--- src/rtl/scoreboard_core_if.sv ---
// Board-side signal bundle for scoreboard_core: raw buttons and switches in,
// count and multiplexed 7-segment drive out.
interface scoreboard_core_if #(
    parameter int N_DIGITS = 4
);
    logic [N_DIGITS-1:0]   btn;
    logic                  dir;
    logic                  clr;
    logic [N_DIGITS-1:0]   point;
    logic [N_DIGITS-1:0]   blank;
    logic [4*N_DIGITS-1:0] num;
    logic [N_DIGITS-1:0]   AN;
    logic [7:0]            SEG;

    modport master (
        output btn, dir, clr, point, blank,
        input  num, AN, SEG
    );

    modport slave (
        input  btn, dir, clr, point, blank,
        output num, AN, SEG
    );
endinterface

--- src/rtl/scoreboard_core.sv ---
// N-digit push-button counter (hex or BCD, optional carry ripple) with
// synchronised/debounced inputs and a time-multiplexed 7-segment driver.
module scoreboard_core #(
    parameter int N_DIGITS     = 4,
    parameter int BCD_MODE     = 0,
    parameter int CARRY_EN     = 0,
    parameter int DEBOUNCE_CYC = 250000,
    parameter int SCAN_DIV     = 50000
) (
    input  logic                clk,
    input  logic                rst_n,
    scoreboard_core_if.slave    bus
);
    localparam int NB = N_DIGITS + 1;  // debounced lines: buttons plus clr
    localparam int CW = $clog2(DEBOUNCE_CYC + 1);
    localparam int SW = (SCAN_DIV > 1) ? $clog2(SCAN_DIV) : 1;
    localparam int IW = (N_DIGITS > 1) ? $clog2(N_DIGITS) : 1;
    localparam logic signed [5:0] RADIX = (BCD_MODE != 0) ? 6'sd10 : 6'sd16;

    logic [NB-1:0]         r_sync1, r_sync2, r_deb;
    logic [N_DIGITS-1:0]   r_btn_q;
    logic [CW-1:0]         r_cnt [NB];
    logic                  r_dir_s1, r_dir_s2;
    logic [4*N_DIGITS-1:0] r_num;
    logic [SW-1:0]         r_scan_cnt;
    logic [IW-1:0]         r_idx;
    logic [N_DIGITS-1:0]   r_an;
    logic [7:0]            r_seg;

    logic [N_DIGITS-1:0]   w_step;
    logic                  w_clr;
    logic [4*N_DIGITS-1:0] w_num_next;
    logic signed [5:0]     w_sum;
    logic signed [1:0]     w_carry;
    logic [3:0]            w_digit;

    function automatic logic [6:0] hex7(input logic [3:0] v);
        case (v)
            4'h0: hex7 = 7'h40;  4'h1: hex7 = 7'h79;
            4'h2: hex7 = 7'h24;  4'h3: hex7 = 7'h30;
            4'h4: hex7 = 7'h19;  4'h5: hex7 = 7'h12;
            4'h6: hex7 = 7'h02;  4'h7: hex7 = 7'h78;
            4'h8: hex7 = 7'h00;  4'h9: hex7 = 7'h10;
            4'hA: hex7 = 7'h08;  4'hB: hex7 = 7'h03;
            4'hC: hex7 = 7'h46;  4'hD: hex7 = 7'h21;
            4'hE: hex7 = 7'h06;  default: hex7 = 7'h0E;
        endcase
    endfunction

    // NOTE: r_cnt is a small register array, not a RAM, so it is reset like
    // any other flop; a real memory would be left unreset.
    always_ff @(posedge clk or negedge rst_n) begin
        if (!rst_n) begin
            r_sync1  <= '0;
            r_sync2  <= '0;
            r_deb    <= '0;
            r_btn_q  <= '0;
            r_dir_s1 <= 1'b0;
            r_dir_s2 <= 1'b0;
            for (int i = 0; i < NB; i++) r_cnt[i] <= '0;
        end else begin
            // NOTE: non-blocking assignments make every flop sample the
            // pre-edge value, which is what makes the 2-flop chain a chain.
            r_sync1  <= {bus.clr, bus.btn};
            r_sync2  <= r_sync1;
            r_dir_s1 <= bus.dir;
            r_dir_s2 <= r_dir_s1;
            r_btn_q  <= r_deb[N_DIGITS-1:0];
            for (int i = 0; i < NB; i++) begin
                if (r_sync2[i] != r_deb[i]) begin
                    if (r_cnt[i] == CW'(DEBOUNCE_CYC - 1)) begin
                        r_deb[i] <= r_sync2[i];
                        r_cnt[i] <= '0;
                    end else begin
                        r_cnt[i] <= r_cnt[i] + 1'b1;
                    end
                end else begin
                    r_cnt[i] <= '0;  // any bounce back restarts the count
                end
            end
        end
    end

    assign w_step = r_deb[N_DIGITS-1:0] & ~r_btn_q;
    assign w_clr  = r_deb[N_DIGITS];

    // NOTE: every always_comb output gets a default first so no path can
    // leave it unassigned and infer a latch.
    always_comb begin
        w_num_next = r_num;
        w_carry    = 2'sd0;
        w_sum      = 6'sd0;
        for (int i = 0; i < N_DIGITS; i++) begin
            w_sum = $signed({2'b00, r_num[4*i +: 4]}) + 6'(w_carry);
            if (w_step[i]) w_sum = r_dir_s2 ? w_sum - 6'sd1 : w_sum + 6'sd1;
            if (w_sum < 6'sd0) begin
                w_sum   = w_sum + RADIX;
                w_carry = -2'sd1;
            end else if (w_sum >= RADIX) begin
                w_sum   = w_sum - RADIX;
                w_carry = 2'sd1;
            end else begin
                w_carry = 2'sd0;
            end
            if (CARRY_EN == 0) w_carry = 2'sd0;
            w_num_next[4*i +: 4] = w_sum[3:0];
        end
    end

    assign w_digit = r_num[4*int'(r_idx) +: 4];

    always_ff @(posedge clk or negedge rst_n) begin
        if (!rst_n) begin
            r_num      <= '0;
            r_scan_cnt <= '0;
            r_idx      <= '0;
            r_an       <= '1;
            r_seg      <= 8'hFF;
        end else begin
            r_num <= w_clr ? '0 : w_num_next;
            if (r_scan_cnt == SW'(SCAN_DIV - 1)) begin
                r_scan_cnt <= '0;
                r_idx      <= (r_idx == IW'(N_DIGITS - 1)) ? '0 : r_idx + 1'b1;
            end else begin
                r_scan_cnt <= r_scan_cnt + 1'b1;
            end
            r_an  <= ~(N_DIGITS'(1) << r_idx);
            r_seg <= bus.blank[r_idx] ? 8'hFF : {~bus.point[r_idx], hex7(w_digit)};
        end
    end

    assign bus.num = r_num;
    assign bus.AN  = r_an;
    assign bus.SEG = r_seg;
endmodule

--- src/flat_wrapper.sv ---
// flat-port wrapper written by rule: the top's interface ports become plain ports
module scoreboard_core_flat 
#(
    parameter int N_DIGITS     = 4,
    parameter int BCD_MODE     = 0,
    parameter int CARRY_EN     = 0,
    parameter int DEBOUNCE_CYC = 250000,
    parameter int SCAN_DIV     = 50000
)
  (clk, rst_n, bus_btn, bus_dir, bus_clr, bus_point, bus_blank, bus_num, bus_AN, bus_SEG);
  scoreboard_core_if #(.N_DIGITS(N_DIGITS)) bus_i ();
  input  logic clk;
  input  logic rst_n;
  input wire logic [$bits(bus_i.btn)-1:0] bus_btn;
  input wire logic [$bits(bus_i.dir)-1:0] bus_dir;
  input wire logic [$bits(bus_i.clr)-1:0] bus_clr;
  input wire logic [$bits(bus_i.point)-1:0] bus_point;
  input wire logic [$bits(bus_i.blank)-1:0] bus_blank;
  output wire logic [$bits(bus_i.num)-1:0] bus_num;
  output wire logic [$bits(bus_i.AN)-1:0] bus_AN;
  output wire logic [$bits(bus_i.SEG)-1:0] bus_SEG;
  assign bus_i.btn = bus_btn;
  assign bus_i.dir = bus_dir;
  assign bus_i.clr = bus_clr;
  assign bus_i.point = bus_point;
  assign bus_i.blank = bus_blank;
  assign bus_num = bus_i.num;
  assign bus_AN = bus_i.AN;
  assign bus_SEG = bus_i.SEG;
  scoreboard_core #(.N_DIGITS(N_DIGITS), .BCD_MODE(BCD_MODE), .CARRY_EN(CARRY_EN), .DEBOUNCE_CYC(DEBOUNCE_CYC), .SCAN_DIV(SCAN_DIV)) u_core (.clk(clk), .rst_n(rst_n), .bus(bus_i));
endmodule
--- config.mk ---
export PLATFORM = sky130hd
export DESIGN_NAME = scoreboard_core_flat
export DESIGN_NICKNAME = d
export VERILOG_FILES = /design/src/rtl/scoreboard_core_if.sv /design/src/rtl/scoreboard_core.sv /design/src/flat_wrapper.sv
export SDC_FILE = /design/constraint.sdc
export NUM_CORES = 1
export LEC_CHECK = 0
export ABC_AREA = 1
export BUFFER_PORTS_ARGS = -buffer_cell sky130_fd_sc_hd__clkbuf_2
export CORE_ASPECT_RATIO = 1.1
export CORE_UTILIZATION = 25
export CTS_CLUSTER_SIZE = 8
export DETAILED_ROUTE_END_ITERATION = 10
export PLACE_DENSITY_LB_ADDON = 0.05
export REMOVE_ABC_BUFFERS = 1
export SYNTH_ARGS = -nofsm -noshare
export SYNTH_HDL_FRONTEND = slang
export SYNTH_SLANG_ARGS = --single-unit
--- constraint.sdc ---
create_clock -name clk -period 4.52 [get_ports clk]
set_clock_uncertainty 0.05 [all_clocks]
set_input_delay 0.452 -clock clk [delete_from_list [all_inputs] [get_ports clk]]
set_output_delay 0.452 -clock clk [all_outputs]
set_load 0.05 [all_outputs]
---- Word level (Yosys, flattened, before mapping) ----
Memory sizes are Yosys's and may differ from the RTL's.
Index checks and enable logic that the tools add are counted.
operators by class
  add/subtract/negate cells ............... 23
  multiply operators ...................... 0
  div/mod/pow operators ................... 0
  order comparisons ....................... 9
  equal/unequal tests ..................... 12
  shift-type cells ........................ 2
  multiplexer cells ....................... 34
  bitwise operators ....................... 4
  reduce and logical (&&, ||, !) cells .... 5
operators with widths
  operator               number
  $mux 18                10
  $add 18x1->18 const B  5
  $eq 18x18->1 const B   5
  $mux 6                 8
  $mux 16                2
  $mux 4                 8
  $ge 6x6->1 const B     4
  $lt 6x1->1 const B     4
  $add 4x1->5 const B    4
  $sub 4x1->5 const B    4
  $add 16x1->16 const B  1
  $add 4x1->4 const B    4
  $eq 16x16->1 const B   1
  $shiftx 16x5->4        1
  $sub 4x1->4 const B    4
  $reduce_and 2->1       5
  $mux 8                 1
  $not 4->4              2
  $ne 1x1->1             5
  $and 4x4->4            1
  $bmux 1 s2             2
  $shl 1x2->4 const A    1
  $lt 2x3->1 const B     1
  $add 2x1->2 const B    1
  other kinds (4)        5
storage, ports and cells
  register bits after elaboration ......... 157
  bits in latches ......................... 0
  RAM bits ................................ 0
  memory bits (read-only) ................. 112
  bits of input ports ..................... 16
  logic and storage cells ................. 110
  memories kept ........................... 1
memory list
  name              words  width  rd ports  clocked after memory_dff  wr ports  line                   RTL
  (name not given)  16     7      1         0                         0         scoreboard_core.sv:38  case (v)

---- Depth between registers and ports, before layout ----
  depth after elaboration ................. 7
  mapped depth ............................ 11

---- Least setup slack after synthesis ----
No wires, ideal clock.
  kind .................................... reg-to-reg
  from .................................... register u_core.r_num[12], in the netlist u_core.bus.num[12]
  to ...................................... register u_core.r_seg[3], in the netlist u_core.bus.SEG[3]
  arrival ................................. 1.513 ns
  data required time ...................... 4.386 ns
  slack ................................... 2.873 ns
  stages on the path, launching flop included .. 10
  period minus slack after synthesis ...... 1.647 ns
  cell sequence ........................... dfrtp_1 -> nand2_1 -> nand2_1 -> nand2_1 -> nand2_1 -> inv_1 -> ha_1 -> nand2_1 -> nand2_1 -> nand3_1
between the ends
  cells in the longest elaborated chain, start to end .. 3
ends and longest elaborated chain
  item                    line                    RTL
  from (decl)             scoreboard_core.sv:24   logic [4*N_DIGITS-1:0] r_num;
  from (signal assigned)  scoreboard_core.sv:120  r_num <= w_clr ? '0 : w_num_next;
  $shiftx 16x5->4         scoreboard_core.sv:110  assign w_digit = r_num[4*int'(r_idx) +: 4];
  $mem_v2 16x7            -
  $mux 8                  scoreboard_core.sv:128  r_seg <= bus.blank[r_idx] ? 8'hFF : {~bus.point[r_idx], hex7(w_digit)};
  to (signal assigned)    scoreboard_core.sv:128
  to (decl)               scoreboard_core.sv:28   logic [7:0] r_seg;
No other way between the ends.
A chain may end at the register's enable or synchronous reset.

---- Final worst setup path ----
  from .................................... register u_core.r_idx[0]
  to ...................................... register u_core.r_seg[3], in the netlist u_core.bus.SEG[3]
between the ends
  cells in the longest elaborated chain, start to end .. 3
  elaborated cells between the ends (all ways) .. 5
  those cells by class .................... 1 x shift; 3 x mux; 1 x memory
ends and longest elaborated chain
  item                                                  line                                            RTL
  from (decl)                                           scoreboard_core.sv:26                           logic [IW-1:0] r_idx;
  from (signal assigned)                                scoreboard_core.sv:123                          r_idx <= (r_idx == IW'(N_DIGITS - 1)) ? '0 : r_idx + 1'b1;
  $shiftx 16x5->4 / $bmux 1 s2 (equally long branches)  scoreboard_core.sv:110, scoreboard_core.sv:128
  $mem_v2 16x7 / $mux 1 (equally long branches)         -
  $mux 8 (*)                                            scoreboard_core.sv:128
Every way passes the cells marked *; elsewhere a longest branch is shown, timed or not. The select of a mux whose other input is x is not followed.

==> impl_results.md <==
* Final HPWL DP at ~15 mm
* H-tree depth at 4
* Number of global-route vias before repair at 6781
* Synth area leaders: dfrtp_1 43%, nand2_1 12%, nor2_1 9.7%
* Post-synth EDFFs at 0
* Antenna Nets Post-Route at 0
* First-pass GRT wire length at 34.6 mm
* Top-count cell post-synth: nand2_1
* Initial DRC Count at 392
* Post-route setup slack at between 2000 and 2500 ps
* CP Capture Type: flop
* Drt wl/cell at 12.8 microns
* Layout cells sized above 1 at 0.112
* Nets at around 1200
* Register area share after synthesis at 0.470
* # IOs at 44
* Final WL at just over 20 mm
* Most used cell, CP: nand2_1
* TritonCTS clock tree: done
* Final core utilization at 0.298
* Synth cell types at 36
* Final setup vio count at 0
* Cell Area, Synth at around 8400 sq um
* Total GRT Usage at 0.128
* PwrDens at 312 nW/um^2
* Synth top cells by count: 273 x nand2_1, 217 x nor2_1, 145 x dfrtp_1
* Synthesized instance count at around 1100
* Worst stage delay on the critical path at between 600 and 700 ps
* PortBufs at 43
* Async SR Flop Fraction at 1.00
* Hold Slack at 50.8 ps
* Initial Utilization at 0.257
* Post-synthesis compound-gate area fraction at 0.0618
* CP cell instances: inv_2 -> nand2_1 -> nand3_1 -> nand2_1 -> inv_1 -> ha_1 -> nand3_1 -> nand2_1 -> nand2_1 -> nand3_1
* P&R area growth vs syn at 15.9%
* Hold Path Class: in -> async
* Resized Gates After CTS at 0
* Synth Area in XOR/XNOR at 0.0459
* Cts bufs inserted at 17
* WP buf/inv at 2
* Clk root buf: clkbuf_16
* Die width at 177 microns
* Syn_area_per_cell at between 7 and 8 sq um
* Ys flop type: dfrtp_1
* Crit-path slowest cell: dfrtp_1
* Yosys warnings at 0
* Top cell type's share of synthesized area at 0.433
* Simple-Gate Fraction of Synth Area at 0.326
* CP arrival at approximately 2400 ps
* Largest net degree at the start of global routing at 83
* Fin Setup TNS at 0 ps
* Postcts setup bufs at 0
* Worst-skew pair later-pin latency at 430 ps
* Cell family with most CP delay: simple AND/OR/NAND/NOR gates
* Largest family of logic cells by synthesized area: simple AND/OR/NAND/NOR gates
* Total Power at 3.03 mW
* #FFs+latches synth at roughly 160
* Clock slew at reported path FFs at about 70 ps
* Core area at about 33000 sq um
* Unrepaired setup endpoints after global routing: no
* Routability cong. at between 0.7 and 0.8
* Initial antenna violation count at 0
* Peak supply drop at about 0.00024 V
* Worst slack at placement at between 2000 and 2500 ps
* Yosys top cell by area: dfrtp_1
* Gr ovfl total at 0
* Adder-cell share of the synthesized area at 0.0358
* Sink Count at about 160
* Max_cap viols at 0
* Die Y at 194 microns
* N_diodes at 0
* Final hold viol count at 0
* Worst Path Required at a little under 5000 ps
* Worst-Margin Slew at between 800 and 900 ps
* Post-layout min period at about 2100 ps
* Leak Pwr at ~4.2 nW
* Max Slew Vio Count at 0
* DR vias/cell at 4.25
* Max Fanout on Critical Path at 16
* Critical path launch point type: flop
* Outcome: finished clean
* Peak Freq at 480 MHz
* Placement Rows at 69
* Post-synthesis mux area share at 0
* Slew HR at 0.420
* DR pass1 iterations at 4
* Crit Path Class: reg -> reg
* DIE AREA at 34300 sq um
* Cts hold-fix bufs at 0
* Post-route DRC at 0
* Via count at slightly below 7000
* Final Cycle Share at 0.461
* Max Root-Sink Buffers at 2
==> layout make-up <==
| cell class | count | area [sq um] |
|---|---|---|
| multi-input cells | 800 | 3930 |
| well taps | 426 | 533 |
| clock inverters | 14 | 155 |
| fillers | 3539 | 22900 |
| clock buffers | 18 | 439 |
| flip-flops and latches | 157 | 3940 |
| inverters | 127 | 477 |
| repair buffers | 45 | 236 |
==> worst register-to-register path: stages (launching register included) <==
cell	delay [ps]
dfrtp_1	680
inv_2	240
nand2_1	110
nand3_1	60
nand2_1	200
inv_1	110
ha_1	230
nand3_1	130
nand2_1	70
nand2_1	50
nand3_1	80
==> cell families (layout without fill, tap and decap cells) <==
family	after synthesis	in the layout
buffers and inverters	132	204
XOR/XNOR	44	44
AND/OR/NAND/NOR	641	641
adder cells (fa/ha/maj)	24	24
AO/OA/AOI/OAI	91	91
flip-flops	157	157
==> layer usage <==
metal | vias up | global-route usage | routed length, microns
li1 | 3562 | - | -
met1 | 3083 | 0.176 | 10300
met2 | 88 | 0.198 | 9120
met3 | 13 | 0.0233 | 705
met4 | 0 | 0.0473 | 279
met5 | - | 0 | 0
==> per-stage QoR <==
step	std cells	cell area (sq um)
finish	1587	9720
global route	1587	9720
CTS	1587	9720
detailed placement	1555	9120
global placement	1555	9120
floorplan	1084	8350
==> worst paths after layout <==
path                                   startpoint  slack [ps]                 to  cells after the start
worst max-delay path              u_core.r_idx[0]        2440  u_core.bus.SEG[3]                     10
worst min-delay path                        rst_n          50   u_core.r_cnt[88]                      1
worst max register to register    u_core.r_idx[0]        2440  u_core.bus.SEG[3]                     10
max in group asynchronous                   rst_n        3300   u_core.r_cnt[68]                      2
worst min register to register  u_core.r_sync1[3]         300  u_core.r_sync2[3]                      0
min in group clk                       bus_btn[1]          70  u_core.r_sync1[1]                      1
==> layout by cell type, fill, tap and decap left out, types with 3 or more instances in the layout <==
cell type,Yosys,layout
nor2_2,9,9
or2_2,4,4
clkbuf_16,0,17
nor3_1,33,33
clkbuf_2,0,42
inv_2,4,4
and2_1,4,4
xnor2_1,16,16
nor2_1,217,217
nand2_2,12,12
nand3b_1,4,4
o22ai_1,13,13
o21bai_1,7,7
inv_1,123,123
dfrtp_1,145,145
o211ai_1,5,5
dfstp_2,12,12
o21ai_0,22,22
nand3_1,57,57
nand3_2,3,3
a31oi_1,3,3
nand4_1,10,10
nor3b_1,7,7
inv_6,0,7
ha_1,24,24
xor2_1,28,28
a21oi_1,29,29
o21ai_1,8,8
nor2_4,6,6
nand2_1,273,273
==> power by group <==
part / internal (mW) / switching, mW / total [mW] / leakage, nW
registers: 1.43 / 0.0164 / 1.44 / 2.10
clock network: 0.840 / 0.645 / 1.48 / 0.289
logic: 0.0264 / 0.0762 / 0.103 / 1.83
==> sequential cells by signal, indices dropped and copies added (netlist names) <==
signal	cells
u_core.r_cnt	90
u_core.bus.num	16
u_core.r_scan_cnt	16
u_core.bus.SEG	8
u_core.r_deb	5
u_core.r_sync1	5
u_core.r_sync2	5
u_core.bus.AN	4
u_core.r_btn_q	4
u_core.r_idx	2
u_core.r_dir_s1	1
u_core.r_dir_s2	1
Note: power is estimated with default switching activity, not from simulation.
